File: src/rtl/scaled_tick_timer_if.sv
// Signal bundle between the clock-scaler consumer (scaled_tick_timer) and its controller.
// The master drives the stimulus and load value; the slave returns tick, count and status.
interface scaled_tick_timer_if #(
  parameter int WIDTH = 8
);
  logic             scaled_clk;
  logic             start;
  logic             pause;
  logic [WIDTH-1:0] load_val;
  logic             tick_out;
  logic [WIDTH-1:0] count;
  logic             running;
  logic             expired;
  logic             done;

  modport master (
    output scaled_clk, start, pause, load_val,
    input  tick_out, count, running, expired, done
  );

  modport slave (
    input  scaled_clk, start, pause, load_val,
    output tick_out, count, running, expired, done
  );
endinterface

File: src/rtl/scaled_tick_timer.sv
// Countdown timer stepped by rising edges of a divided clock that is sampled as data.
// state | meaning
// IDLE  | after reset, count held, waiting for start
// RUN   | count decrements on each tick
// PAUSE | count held, ticks ignored until pause drops
// DONE  | count reached 0, expired asserted until restart
module scaled_tick_timer #(
  parameter int WIDTH = 8
) (
  input logic                 clk,
  input logic                 reset,
  scaled_tick_timer_if.slave  tmr
);

  typedef enum logic [1:0] {
    IDLE  = 2'd0,
    RUN   = 2'd1,
    PAUSE = 2'd2,
    DONE  = 2'd3
  } state_t;

  state_t           state, state_nxt;
  logic [WIDTH-1:0] count_r, count_nxt;
  logic             done_r, done_nxt;
  logic             scaled_q;
  logic             tick_r;
  logic             running_c, expired_c;

  // Edge detector: scaled_clk is only ever treated as a level in the clk domain.
  always_ff @(posedge clk) begin
    if (!reset) begin
      scaled_q <= 1'b0;
      tick_r   <= 1'b0;
    end else begin
      scaled_q <= tmr.scaled_clk;
      tick_r   <= tmr.scaled_clk & ~scaled_q;
    end
  end

  always_ff @(posedge clk) begin
    if (!reset) begin
      state   <= IDLE;
      count_r <= '0;
      done_r  <= 1'b0;
    end else begin
      state   <= state_nxt;
      count_r <= count_nxt;
      done_r  <= done_nxt;
    end
  end

  always_comb begin
    state_nxt = state;
    count_nxt = count_r;
    done_nxt  = 1'b0;
    // A start in any state reloads; a zero load goes straight to DONE.
    if (tmr.start) begin
      if (tmr.load_val != '0) begin
        state_nxt = RUN;
        count_nxt = tmr.load_val;
      end else begin
        state_nxt = DONE;
        count_nxt = '0;
        done_nxt  = 1'b1;
      end
    end else begin
      case (state)
        RUN: begin
          if (tmr.pause) begin
            state_nxt = PAUSE;
          end else if (tick_r) begin
            if (count_r <= WIDTH'(1)) begin
              state_nxt = DONE;
              count_nxt = '0;
              done_nxt  = 1'b1;
            end else begin
              count_nxt = count_r - WIDTH'(1);
            end
          end
        end
        PAUSE: begin
          if (!tmr.pause) state_nxt = RUN;
        end
        DONE: begin
          count_nxt = '0;
        end
        default: begin
          state_nxt = IDLE;
        end
      endcase
    end
  end

  always_comb begin
    running_c = (state == RUN);
    expired_c = (state == DONE);
  end

  assign tmr.tick_out = tick_r;
  assign tmr.count    = count_r;
  assign tmr.running  = running_c;
  assign tmr.expired  = expired_c;
  assign tmr.done     = done_r;

endmodule

File: src/flat_wrapper.sv
// flat-port wrapper written by rule: the top's interface ports become plain ports
module scaled_tick_timer_flat 
#(
  parameter int WIDTH = 8
)
  (clk, reset, tmr_scaled_clk, tmr_start, tmr_pause, tmr_load_val, tmr_tick_out, tmr_count, tmr_running, tmr_expired, tmr_done);
  scaled_tick_timer_if #(.WIDTH(WIDTH)) tmr_i ();
  input logic clk;
  input logic reset;
  input wire logic [$bits(tmr_i.scaled_clk)-1:0] tmr_scaled_clk;
  input wire logic [$bits(tmr_i.start)-1:0] tmr_start;
  input wire logic [$bits(tmr_i.pause)-1:0] tmr_pause;
  input wire logic [$bits(tmr_i.load_val)-1:0] tmr_load_val;
  output wire logic [$bits(tmr_i.tick_out)-1:0] tmr_tick_out;
  output wire logic [$bits(tmr_i.count)-1:0] tmr_count;
  output wire logic [$bits(tmr_i.running)-1:0] tmr_running;
  output wire logic [$bits(tmr_i.expired)-1:0] tmr_expired;
  output wire logic [$bits(tmr_i.done)-1:0] tmr_done;
  assign tmr_i.scaled_clk = tmr_scaled_clk;
  assign tmr_i.start = tmr_start;
  assign tmr_i.pause = tmr_pause;
  assign tmr_i.load_val = tmr_load_val;
  assign tmr_tick_out = tmr_i.tick_out;
  assign tmr_count = tmr_i.count;
  assign tmr_running = tmr_i.running;
  assign tmr_expired = tmr_i.expired;
  assign tmr_done = tmr_i.done;
  scaled_tick_timer #(.WIDTH(WIDTH)) u_core (.clk(clk), .reset(reset), .tmr(tmr_i));
endmodule
File: config.mk
export PLATFORM = sky130hd
export DESIGN_NAME = scaled_tick_timer_flat
export DESIGN_NICKNAME = d
export VERILOG_FILES = /design/src/rtl/scaled_tick_timer_if.sv /design/src/rtl/scaled_tick_timer.sv /design/src/flat_wrapper.sv
export SDC_FILE = /design/constraint.sdc
export NUM_CORES = 1
export LEC_CHECK = 0
export CAP_MARGIN = 25
export CORE_MARGIN = 2
export CORE_UTILIZATION = 49
export DETAILED_ROUTE_END_ITERATION = 8
export PLACE_DENSITY = 0.83
export SETUP_SLACK_MARGIN = 0.05
export SLEW_MARGIN = 15
export SYNTH_ARGS = -nofsm -noshare
export SYNTH_HDL_FRONTEND = slang
export SYNTH_SLANG_ARGS = --single-unit
File: constraint.sdc
create_clock -name clk -period 4.3 [get_ports clk]
set_clock_uncertainty 0.15 [all_clocks]
set_input_delay 0.86 -clock clk [delete_from_list [all_inputs] [get_ports clk]]
set_output_delay 0.86 -clock clk [all_outputs]
set_load 0.005 [all_outputs]
==> results of run 1 <==
state kept, by name, summed over array words and instances, names as in the netlist:
signal / cells
u_core.tmr.count: 8
u_core.state: 2
u_core.scaled_q: 1
u_core.tmr.done: 1
u_core.tmr.tick_out: 1
final cells by class:
type	count	area [sq um]	area share
sequential	13	260	0.233
inverter	6	22.5	0.0201
tap	17	21.3	0.0190
timing repair buffer	24	240	0.215
clock buffer	4	26.3	0.0235
multi-input combinational	80	548	0.490
critical path: cells and delay by family:
| family | cells | cell delay (ns) |
|---|---|---|
| compound gates | 3 | 0.67 |
| simple gates | 1 | 0.38 |
| buf+inv | 1 | 0.68 |
kinds of logic (layout without fill, tap and decap cells):
group | count (synthesis) | count (layout) | share of synthesized area
flip-flops | 13 | 13 | 0.308
adder cells (fa/ha/maj) | 5 | 5 | 0.0740
AND/OR/NAND/NOR | 41 | 41 | 0.250
buffers and inverters | 10 | 34 | 0.0444
AO/OA/AOI/OAI | 34 | 34 | 0.324
path summary, 6_finish.rpt:
| check | end | cells past startpoint | slack [ns] | start |
|---|---|---|---|---|
| min reg2reg | u_core.tmr.tick_out | 1 | 0.24 | u_core.scaled_q |
| max | u_core.tmr.count[5] | 5 | 1.76 | tmr_start |
| max reg2reg | u_core.tmr.count[7] | 5 | 2.27 | u_core.state[0] |
| min | u_core.tmr.tick_out | 1 | 0.24 | u_core.scaled_q |
power by group:
| group | switching, W | internal [W] |
|---|---|---|
| clock network | 0.0000437 | 0.0000361 |
| logic | 0.0000590 | 0.0000599 |
| registers | 0.0000142 | 0.000130 |
| total | 0.000117 | 0.000226 |
metal layers:
metal / routed length (um) / share of wire / track usage / vias up
met3: 151 / 0.068 / 0.0238 / 3
met4: 29 / 0.013 / 0.129 / 0
li1: - / - / - / 444
met1: 1010 / 0.46 / 0.348 / 413
met5: 0 / 0 / 0 / -
met2: 1020 / 0.46 / 0.363 / 38
per-stage QoR:
step           worst slack (ns)  utilization  total power, W
2_1_floorplan              2.25            -        0.000217
3_3_place_gp               1.49        0.654        0.000263
3_5_place_dp               1.47        0.654        0.000264
4_1_cts                    1.77        0.670        0.000344
5_1_grt                    1.62        0.670        0.000364
6_report                   1.76        0.670        0.000343
cells in the final DEF, fill, tap and decap left out, types with 2 or more instances in the layout:
master / netlist / routed
sky130_fd_sc_hd__a32oi_1: 4 / 4
sky130_fd_sc_hd__clkbuf_4: 0 / 3
sky130_fd_sc_hd__clkdlybuf4s50_1: 0 / 24
sky130_fd_sc_hd__o21a_1: 4 / 4
sky130_fd_sc_hd__o21ai_0: 3 / 3
sky130_fd_sc_hd__o221ai_1: 3 / 3
sky130_fd_sc_hd__dfxtp_1: 13 / 13
sky130_fd_sc_hd__and4b_1: 2 / 2
sky130_fd_sc_hd__nand2_1: 12 / 12
sky130_fd_sc_hd__nor2_1: 9 / 9
sky130_fd_sc_hd__a22oi_1: 2 / 2
sky130_fd_sc_hd__a21oi_1: 3 / 3
sky130_fd_sc_hd__nor3_1: 4 / 4
sky130_fd_sc_hd__nor2b_1: 2 / 2
sky130_fd_sc_hd__ha_1: 5 / 5
sky130_fd_sc_hd__inv_1: 6 / 6
sky130_fd_sc_hd__nand4_1: 2 / 2
sky130_fd_sc_hd__o22ai_1: 3 / 3
sky130_fd_sc_hd__or2_2: 2 / 2
sky130_fd_sc_hd__nor4_1: 4 / 4
==> Implementation_results.wiki, run 1 <==
{| class="wikitable"
! Metric !! Value
|-
| Die Footprint || 2070 sq um
|-
| Req. time, crit path || 4.36 ns
|-
| Number of vias in the routed layout || 898
|-
| Number of buffers on the longest clock path || 2
|-
| Number of flops mapped to enable cells by yosys || 0
|-
| Outcome || finished, final reports clean
|-
| Most common cell in the synthesized netlist || sky130_fd_sc_hd__dfxtp_1
|-
| First-pass GRT wire length || 3620 um
|-
| Count of placed standard cells including taps || 140
|-
| Final worst hold slack || 0.237 ns
|-
| Port Buffer Count || 24
|-
| Largest net degree at the start of global routing || 18
|-
| Power Density || 306 nW/um^2
|-
| Maximum Capacitance Violations || 0
|-
| Post-CTS setup buffer count || 0
|-
| Dominant cells by area after synthesis || sky130_fd_sc_hd__dfxtp_1, sky130_fd_sc_hd__ha_1, sky130_fd_sc_hd__nand2_1, sky130_fd_sc_hd__a32oi_1, sky130_fd_sc_hd__nor2_1
|-
| Async S/R FF share, synth || 0
|-
| Number of antenna violations at the first check in global routing || 0
|-
| Synthesis-stage register bit count || 13
|-
| Hold violation count in the final report || 0
|-
| Per-cell via count in the routed design || 6.24
|-
| CP max-delay cell || sky130_fd_sc_hd__clkdlybuf4s50_1
|-
| Count of endpoints failing setup in the final report || 0
|-
| Cell row count || 15
|-
| Number of pins with negative max-slew slack in the final report || 0
|-
| Count of unique library cells instantiated by Yosys || 35
|-
| Netlist area before placement || 846 sq um
|-
| NumNets Final || 146
|-
| Ant. Diodes || 0
|-
| Cell area after placement || 1090 sq um
|-
| Peak clock frequency supported by timing || 394 MHz
|-
| Number of standard cells in the final layout excluding fillers || 144
|-
| Slew Limit Headroom || 0.636
|-
| Post-synthesis instance total || 103
|-
| VDD IR-drop max || 0.204 mV
|-
| Total global-route track usage || 0.246
|-
| Number of global-route vias before repair || 793
|-
| Total number of clock tree sinks || 13
|-
| Global route overflow || 0
|-
| Layout overhead on the synthesized area || 32.2%
|-
| Initial core utilization || 0.506
|-
| Number of levels the H-tree was split into || 1
|-
| Count of yosys warnings during synthesis || 0
|-
| Insertion delay of the later-clocked pin in the worst-skew pair || 0.29 ns
|-
| Clock transition at the register clock pins on the worst setup and hold paths after CTS || 0.08 ns
|-
| Fraction of the yosys area taken by sequential cells || 0.308
|-
| CP max FO || 17
|-
| Top flip-flop cell by instance count after synthesis || sky130_fd_sc_hd__dfxtp_1
|-
| Number of buffers created by CTS || 3
|-
| Leakage dissipation || 0.417 nW
|-
| Class of the worst hold path || register to register
|-
| Setup_tns || 0 ns
|-
| Final design area excluding fillers || 1120 sq um
|-
| Longest individual stage delay on the worst path || 0.68 ns
|-
| Worst slew pin tran || 0.544 ns
|-
| Shortest clock period the worst path allows after layout || 2.54 ns
|-
| Startpoint kind of the worst setup timing path || input port
|-
| Biggest area consumer among synthesized cells || sky130_fd_sc_hd__dfxtp_1
|-
| CTS tree || yes
|-
| Post-route DRC violation count || 0
|-
| Final GP Congestion || 0.880
|-
| Type of element capturing the critical path || register
|-
| Mean instance size in the synthesized netlist || 8.21 sq um
|-
| Setup repair after global routing missed its margin || false
|-
| Fraction of final layout cells with drive strength greater than 1 || 0.0630
|-
| Proportion of netlist area held by the largest area contributor || 0.308
|-
| Fill cell instance count of the final layout || 136
|-
| Endpoint arrival time on the critical path || 2.60 ns
|-
| Post-route antenna net violation count || 0
|-
| Hpwl dp || 1620 um
|-
| Synth Net Count || 121
|-
| First-iteration detailed-routing DRC count || 31
|-
| Commonest cells in the netlist || sky130_fd_sc_hd__dfxtp_1, sky130_fd_sc_hd__nand2_1, sky130_fd_sc_hd__nor2_1
|-
| Detailed-route wire length per cell || 15.4 um
|-
| Final worst-path cycle share || 0.591
|-
| Chip Width || 45.5 um
|-
| Clk Tree Root Cell || sky130_fd_sc_hd__clkbuf_4
|-
| Total wire length after detailed routing || 2220 um
|-
| Pre-Repair DR Iteration Count || 5
|-
| Die Span Y || 45.5 um
|-
| Cts hold-fix bufs || 0
|-
| I/O pin count || 25
|-
| Worst setup path class || input port to register
|-
| Cell breakdown of the critical path || clkdlybuf4s50_1 > nor2_1 > o31ai_4 > o31a_2 > o221ai_1
|-
| Placeable core region || 1670 sq um
|-
| Quantity of gates resized following cts || 0
|}
(Power assumes the default switching activity.)
==> run 2, diff against run 1 <==
--- a/config.mk
+++ b/config.mk
@@ -7,9 +7,9 @@
 export LEC_CHECK = 0
 export CAP_MARGIN = 25
 export CORE_MARGIN = 2
-export CORE_UTILIZATION = 49
+export CORE_UTILIZATION = 46
 export DETAILED_ROUTE_END_ITERATION = 8
-export PLACE_DENSITY = 0.83
+export PLACE_DENSITY = 0.78
 export SETUP_SLACK_MARGIN = 0.05
 export SLEW_MARGIN = 15
 export SYNTH_ARGS = -nofsm -noshare
==> constraint.sdc (replaced) <==
create_clock -name clk -period 2.66 [get_ports clk]
set_clock_uncertainty 0.15 [all_clocks]
set_input_delay 0.532 -clock clk [delete_from_list [all_inputs] [get_ports clk]]
set_output_delay 0.532 -clock clk [all_outputs]
set_load 0.005 [all_outputs]
==> run 2 against run 1 <==
Against the previous run: critical path depth is 3 lower; wire length grew 5.7%; critical endpoint is now tmr_expired; core utilization decreased by 0.73 points; clock power increased by 57%; sequential share of layout area shrank 0.51 points.
==> Implementation_results.wiki, run 2 (synthesized netlist as in run 1, its figures left out) <==
{| class="wikitable"
! Metric !! Value
|-
| Number of flip-flops in the largest register || 8 (unchanged)
|-
| NumNets Final || 148 (was 146)
|-
| Peak clock frequency supported by timing || 461 MHz
|-
| Chip Width || 46.9 um (was 45.5 um)
|-
| I/O pin count || 25 (unchanged)
|-
| Number of buffers created by CTS || 3 (unchanged)
|-
| VDD IR-drop max || 0.296 mV (was 0.204 mV)
|-
| Fraction of final layout cells with drive strength greater than 1 || 0.0775 (was 0.0630)
|-
| Shortest clock period the worst path allows after layout || 2.17 ns
|-
| Sw Pwr || 0.000187 W (was 0.000117 W)
|-
| Pre-Repair DR Iteration Count || 4 (was 5)
|-
| First-pass GRT wire length || 3950 um (was 3620 um)
|-
| Port Buffer Count || 24 (unchanged)
|-
| CP max-delay cell || sky130_fd_sc_hd__clkdlybuf4s50_1 (unchanged)
|-
| Layout overhead on the synthesized area || 35.2% (was 32.2%)
|-
| Final worst-path cycle share || 0.815
|-
| Delay-heaviest family, CP || buffers and inverters (unchanged)
|-
| Endpoint arrival time on the critical path || 1.49 ns (was 2.60 ns)
|-
| Worst slew pin tran || 0.485 ns (was 0.544 ns)
|-
| Final GP Congestion || 0.909 (was 0.880)
|-
| Slew Limit Headroom || 0.674 (was 0.636)
|-
| Grt peak-use layer || met2 (unchanged)
|-
| CTS tree || yes (unchanged)
|-
| Post-route antenna net violation count || 0 (unchanged)
|-
| Commonest non-fill, non-tap cell in the layout || sky130_fd_sc_hd__clkdlybuf4s50_1 (unchanged)
|-
| Number of global-route vias before repair || 856 (was 793)
|-
| Cell area after placement || 1120 sq um (was 1090 sq um)
|-
| Setup repair after global routing missed its margin || false (unchanged)
|-
| Switch share || 0.338 (was 0.341)
|-
| Number of pins with negative max-slew slack in the final report || 0 (unchanged)
|-
| Total global-route track usage || 0.247 (was 0.246)
|-
| Flop pwr share || 0.420 (about the same)
|-
| Clk Tree Root Cell || sky130_fd_sc_hd__clkbuf_4 (unchanged)
|-
| Startpoint kind of the worst setup timing path || register (was input port)
|-
| Final design area excluding fillers || 1140 sq um (was 1120 sq um)
|-
| Initial core utilization || 0.490 (was 0.506)
|-
| Combinational fraction of design power || 0.355 (was 0.347)
|-
| Cell breakdown of the critical path || ha_1 > clkdlybuf4s50_1 (was clkdlybuf4s50_1 > nor2_1 > o31ai_4 > o31a_2 > o221ai_1)
|-
| Longest individual stage delay on the worst path || 0.54 ns (was 0.68 ns)
|-
| Clock transition at the register clock pins on the worst setup and hold paths after CTS || 0.08 ns (about the same)
|-
| Proportion of power drawn by the clock network || 0.225 (was 0.233)
|-
| Number of vias in the routed layout || 947 (was 898)
|-
| Total number of clock tree sinks || 13 (unchanged)
|-
| Ant. Diodes || 0 (unchanged)
|-
| Die Footprint || 2200 sq um (was 2070 sq um)
|-
| Leakage dissipation || 0.427 nW (was 0.417 nW)
|-
| Number of levels the H-tree was split into || 1 (unchanged)
|-
| Total area of multi-input combinational cells || 548 sq um (unchanged)
|-
| Highest-count cells in the layout ignoring fill and taps || sky130_fd_sc_hd__clkdlybuf4s50_1, sky130_fd_sc_hd__dfxtp_1, sky130_fd_sc_hd__nand2_1, sky130_fd_sc_hd__nor2_1, sky130_fd_sc_hd__inv_1 (unchanged)
|-
| Type of element capturing the critical path || primary output (was register)
|-
| First-iteration detailed-routing DRC count || 19 (was 31)
|-
| Count of endpoints failing setup in the final report || 0 (unchanged)
|-
| Outcome || finished, final reports clean (unchanged)
|-
| Req. time, crit path || 1.98 ns (was 4.36 ns)
|-
| Met2 demand-to-capacity share in global routing || 0.367 (was 0.363)
|-
| Total wire length after detailed routing || 2340 um (was 2220 um)
|-
| Die Span Y || 46.9 um (was 45.5 um)
|-
| Hpwl dp || 1790 um (was 1620 um)
|-
| Cts hold-fix bufs || 0 (unchanged)
|-
| Internal portion of total power || 0.000367 W (was 0.000226 W)
|-
| Per-cell via count in the routed design || 6.15 (was 6.24)
|-
| Setup_tns || 0 ns (unchanged)
|-
| Sequential cell area || 260 sq um (unchanged)
|-
| Post-route DRC violation count || 0 (unchanged)
|-
| Maximum Capacitance Violations || 0 (unchanged)
|-
| Power Density || 485 nW/um^2 (was 306 nW/um^2)
|-
| Insertion delay of the later-clocked pin in the worst-skew pair || 0.28 ns (was 0.29 ns)
|-
| Post-CTS setup buffer count || 0 (unchanged)
|-
| Global route overflow || 0 (unchanged)
|-
| Number of antenna violations at the first check in global routing || 0 (unchanged)
|-
| Global routing met1 resource utilization || 0.355 (was 0.348)
|-
| Fill cell instance count of the final layout || 160 (was 136)
|-
| Cell row count || 15 (unchanged)
|-
| Worst setup path class || register to primary output (was input port to register)
|-
| Detailed-route wire length per cell || 15.2 um (was 15.4 um)
|-
| Placeable core region || 1730 sq um (was 1670 sq um)
|-
| Hold violation count in the final report || 0 (unchanged)
|-
| Buffer and inverter count on the worst path || 1 (unchanged)
|-
| Largest net degree at the start of global routing || 12 (was 18)
|-
| Class of the worst hold path || register to register (unchanged)
|-
| CP max FO || 5 (was 17)
|-
| Number of buffers on the longest clock path || 2 (unchanged)
|-
| Met3 Resource Use GR || 0.0577 (was 0.0238)
|-
| Quantity of gates resized following cts || 0 (unchanged)
|}
## run 2: worst paths after layout
path	start	end	slack, ns	cells past startpoint
worst max-delay path	u_core.state[1]	tmr_expired	0.49	2
worst min-delay path	u_core.scaled_q	u_core.tmr.tick_out	0.24	1
worst max register to register	u_core.state[0]	u_core.tmr.count[7]	0.60	5
worst min register to register	u_core.scaled_q	u_core.tmr.tick_out	0.24	1
## run 2: final cells by class
cell class | instances | share of cell area
repair buffers | 26 | 0.223
well taps | 25 | 0.0274
clock buffers | 4 | 0.0230
multi-input cells | 80 | 0.479
inverters | 6 | 0.0197
flip-flops and latches | 13 | 0.228
## run 2: routing by layer
| layer | vias to the layer above | wire length [um] |
|---|---|---|
| li1 | 448 | - |
| met1 | 450 | 1130 |
| met2 | 43 | 972 |
| met3 | 6 | 199 |
| met4 | 0 | 36 |
| met5 | - | 0 |
## run 2: per-stage QoR
step / util / cells / power (W) / setup slack [ns] / hold WS, ns
floorplan: - / 103 / 0.000351 / 0.841 / 0.217
global placement: 0.647 / 150 / 0.000427 / 0.389 / 0.223
detailed placement: 0.647 / 150 / 0.000431 / 0.261 / 0.229
CTS: 0.662 / 154 / 0.000551 / 0.496 / 0.241
global route: 0.662 / 154 / 0.000589 / 0.408 / 0.262
finish: 0.662 / 154 / 0.000554 / 0.493 / 0.238
## run 2: power by group through the flow
| stage | Combinational, W | Clock (W) | Sequential [W] |
|---|---|---|---|
| 6_report | 0.000197 | 0.000125 | 0.000233 |
| 5_1_grt | 0.000216 | 0.000137 | 0.000236 |
| 4_1_cts | 0.000195 | 0.000125 | 0.000232 |
| 2_1_floorplan | 0.000119 | 0 | 0.000233 |
| 3_3_place_gp | 0.000191 | 0 | 0.000236 |
| 3_5_place_dp | 0.000194 | 0 | 0.000237 |
==> run 3, diff against run 2 <==
==> constraint.sdc (replaced) <==
create_clock -name clk -period 2.1 [get_ports clk]
set_clock_uncertainty 0.15 [all_clocks]
set_input_delay 0.42 -clock clk [delete_from_list [all_inputs] [get_ports clk]]
set_output_delay 0.42 -clock clk [all_outputs]
set_load 0.005 [all_outputs]
==> run 3 against run 2 <==
Against the previous run: total power grew 34%; critical path type unchanged; count of clock-buffer cells in the layout is the same; combinational power is 53% higher.
==> Implementation_results.wiki, run 3 (synthesized netlist as in run 1, its figures left out) <==
{| class="wikitable"
! Metric !! Value
|-
| Outcome || finished, final reports clean (unchanged)
|-
| Final GP Congestion || 0.995 (was 0.909)
|-
| Cell depth of the worst min-delay path || 1 (unchanged)
|-
| Reg2Reg Setup Slack || 0.20 ns (was 0.60 ns)
|-
| Worst reg2reg startpoint || u_core.tmr.count[5] (was u_core.state[0])
|-
| Launch instance of the worst min-delay path || u_core.scaled_q (unchanged)
|-
| Hold violation count in the final report || 0 (unchanged)
|-
| Hold EP || u_core.tmr.tick_out (unchanged)
|-
| Die Span Y || 46.9 um (unchanged)
|-
| Sw Pwr || 0.000249 W (was 0.000187 W)
|-
| Ant. Diodes || 0 (unchanged)
|-
| Req. time, crit path || 1.53 ns (was 1.98 ns)
|-
| Class of the worst hold path || register to register (unchanged)
|-
| Flop pwr share || 0.380 (was 0.420)
|-
| Number of global-route vias before repair || 909 (was 856)
|-
| Final worst hold slack || 0.244 ns (was 0.238 ns)
|-
| Switch share || 0.334 (was 0.338)
|-
| Post-CTS setup buffer count || 0 (unchanged)
|-
| Total number of clock tree sinks || 13 (unchanged)
|-
| Cts hold-fix bufs || 0 (unchanged)
|-
| Number of buffers on the longest clock path || 2 (unchanged)
|-
| Post-route antenna net violation count || 0 (unchanged)
|-
| Number of levels the H-tree was split into || 1 (unchanged)
|-
| VDD IR-drop max || 0.422 mV (was 0.296 mV)
|-
| Fill cell instance count of the final layout || 153 (was 160)
|-
| NumNets Final || 162 (was 148)
|-
| Largest net degree at the start of global routing || 11 (was 12)
|-
| First-iteration detailed-routing DRC count || 37 (was 19)
|-
| Quantity of gates resized following cts || 0 (unchanged)
|-
| Worst slew pin tran || 0.486 ns (was 0.485 ns)
|-
| Worst setup path class || register to primary output (unchanged)
|-
| Number of pins with negative max-slew slack in the final report || 0 (unchanged)
|-
| Cell row count || 15 (unchanged)
|-
| Proportion of power drawn by the clock network || 0.215 (was 0.225)
|-
| Slew Limit Headroom || 0.673 (was 0.674)
|-
| Total wire length after detailed routing || 2460 um (was 2340 um)
|-
| Setup_tns || 0 ns (unchanged)
|-
| Post-route DRC violation count || 0 (unchanged)
|-
| I/O pin count || 25 (unchanged)
|-
| Port Buffer Count || 24 (unchanged)
|-
| Pre-Repair DR Iteration Count || 4 (unchanged)
|-
| Chip Width || 46.9 um (unchanged)
|-
| Per-cell via count in the routed design || 5.80 (was 6.15)
|-
| Combinational fraction of design power || 0.405 (was 0.355)
|-
| CP max FO || 5 (unchanged)
|-
| Layout overhead on the synthesized area || 48.2% (was 35.2%)
|-
| Count of endpoints failing setup in the final report || 0 (unchanged)
|-
| CTS tree || yes (unchanged)
|-
| Final worst-path cycle share || 0.952
|-
| Post-route core utilization || 0.726 (was 0.662)
|-
| Power Density || 593 nW/um^2 (was 485 nW/um^2)
|-
| Commonest non-fill, non-tap cell in the layout || sky130_fd_sc_hd__clkdlybuf4s50_1 (unchanged)
|-
| Highest-count cells in the layout ignoring fill and taps || sky130_fd_sc_hd__clkdlybuf4s50_1, sky130_fd_sc_hd__buf_4, sky130_fd_sc_hd__dfxtp_1, sky130_fd_sc_hd__nand2_1, sky130_fd_sc_hd__nor2_1 (was sky130_fd_sc_hd__clkdlybuf4s50_1, sky130_fd_sc_hd__dfxtp_1, sky130_fd_sc_hd__nand2_1, sky130_fd_sc_hd__nor2_1, sky130_fd_sc_hd__inv_1)
|-
| Depth of the worst register-to-register path || 4 (was 5)
|-
| Total global-route track usage || 0.251 (was 0.247)
|-
| Startpoint kind of the worst setup timing path || register (unchanged)
|-
| Global route overflow || 0 (unchanged)
|-
| First-pass GRT wire length || 4000 um (was 3950 um)
|-
| Setup repair after global routing missed its margin || false (unchanged)
|-
| Fraction of final layout cells with drive strength greater than 1 || 0.182 (was 0.0775)
|-
| Peak clock frequency supported by timing || 500 MHz
|-
| Number of buffers created by CTS || 3 (unchanged)
|-
| Insertion delay of the later-clocked pin in the worst-skew pair || 0.28 ns (about the same)
|-
| Number of vias in the routed layout || 975 (was 947)
|-
| Internal portion of total power || 0.000495 W (was 0.000367 W)
|-
| Number of flip-flops in the largest register || 8 (unchanged)
|-
| Placeable core region || 1730 sq um (unchanged)
|-
| Clk Tree Root Cell || sky130_fd_sc_hd__clkbuf_4 (unchanged)
|-
| Endpoint arrival time on the critical path || 1.43 ns (was 1.49 ns)
|-
| Clock transition at the register clock pins on the worst setup and hold paths after CTS || 0.08 ns (about the same)
|-
| Detailed-route wire length per cell || 14.7 um (was 15.2 um)
|-
| Number of antenna violations at the first check in global routing || 0 (unchanged)
|-
| Maximum Capacitance Violations || 0 (unchanged)
|-
| Type of element capturing the critical path || primary output (unchanged)
|-
| Shortest clock period the worst path allows after layout || 2.00 ns
|-
| Leakage dissipation || 0.494 nW (was 0.427 nW)
|-
| Worst reg2reg endpoint || u_core.tmr.count[2] (was u_core.tmr.count[7])
|-
| Hpwl dp || 1970 um (was 1790 um)
|-
| Die Footprint || 2200 sq um (unchanged)
|-
| Initial core utilization || 0.490 (unchanged)
|}
-- run 3: power by group through the flow --
stage,sequential [W],clock (W),combinational (W)
final,0.000283,0.000160,0.000301
after global routing,0.000285,0.000174,0.000328
after CTS,0.000282,0.000159,0.000297
after detailed placement,0.000288,0,0.000295
after global placement,0.000287,0,0.000291
after floorplan,0.000295,0,0.000150
-- run 3: critical path: stages (launching register included) --
cell and delay, ns:
sky130_fd_sc_hd__dfxtp_1 0.40, sky130_fd_sc_hd__ha_2 0.25, sky130_fd_sc_hd__clkdlybuf4s50_1 0.51
-- run 3: how the worst max path moves through the flow --
| stage | start | depth (start not counted) | slack [ns] | endpoint |
|---|---|---|---|---|
| 2_1_floorplan | u_core.tmr.count[5] | 4 | 0.28 | u_core.tmr.count[2] |
| 3_3_place_gp | tmr_pause | 5 | 0.09 | u_core.tmr.count[6] |
| 3_5_place_dp | tmr_pause | 5 | 0.01 | u_core.tmr.count[5] |
| 4_1_cts | u_core.state[0] | 2 | 0.08 | tmr_expired |
| 5_1_grt | u_core.state[1] | 2 | 0.05 | tmr_expired |
| 6_report | u_core.state[1] | 2 | 0.10 | tmr_expired |
-- run 3: stage by stage --
stage / total power, W / std cells / setup WS, ns / area [sq um]
after floorplan: 0.000445 / 103 / 0.281 / 846
after global routing: 0.000786 / 168 / 0.0515 / 1250
after CTS: 0.000737 / 168 / 0.0790 / 1250
final: 0.000743 / 168 / 0.102 / 1250
after detailed placement: 0.000583 / 164 / 0.0127 / 1220
after global placement: 0.000579 / 164 / 0.0878 / 1220
-- run 3: metal layers --
metal	global-route usage	routed length (um)
met5	0	0
met4	0.0667	21
met3	0.0231	170
met2	0.397	1110
met1	0.365	1160
-- run 3: final cells by class --
cell class                      count  area, sq um  area share
Timing Repair Buffer               40          360       0.287
Tap cell                           25         31.3      0.0250
Multi-Input combinational cell     80          553       0.441
Clock buffer                        4         26.3      0.0210
Sequential cell                    13          260       0.208
Inverter                            6         22.5      0.0180
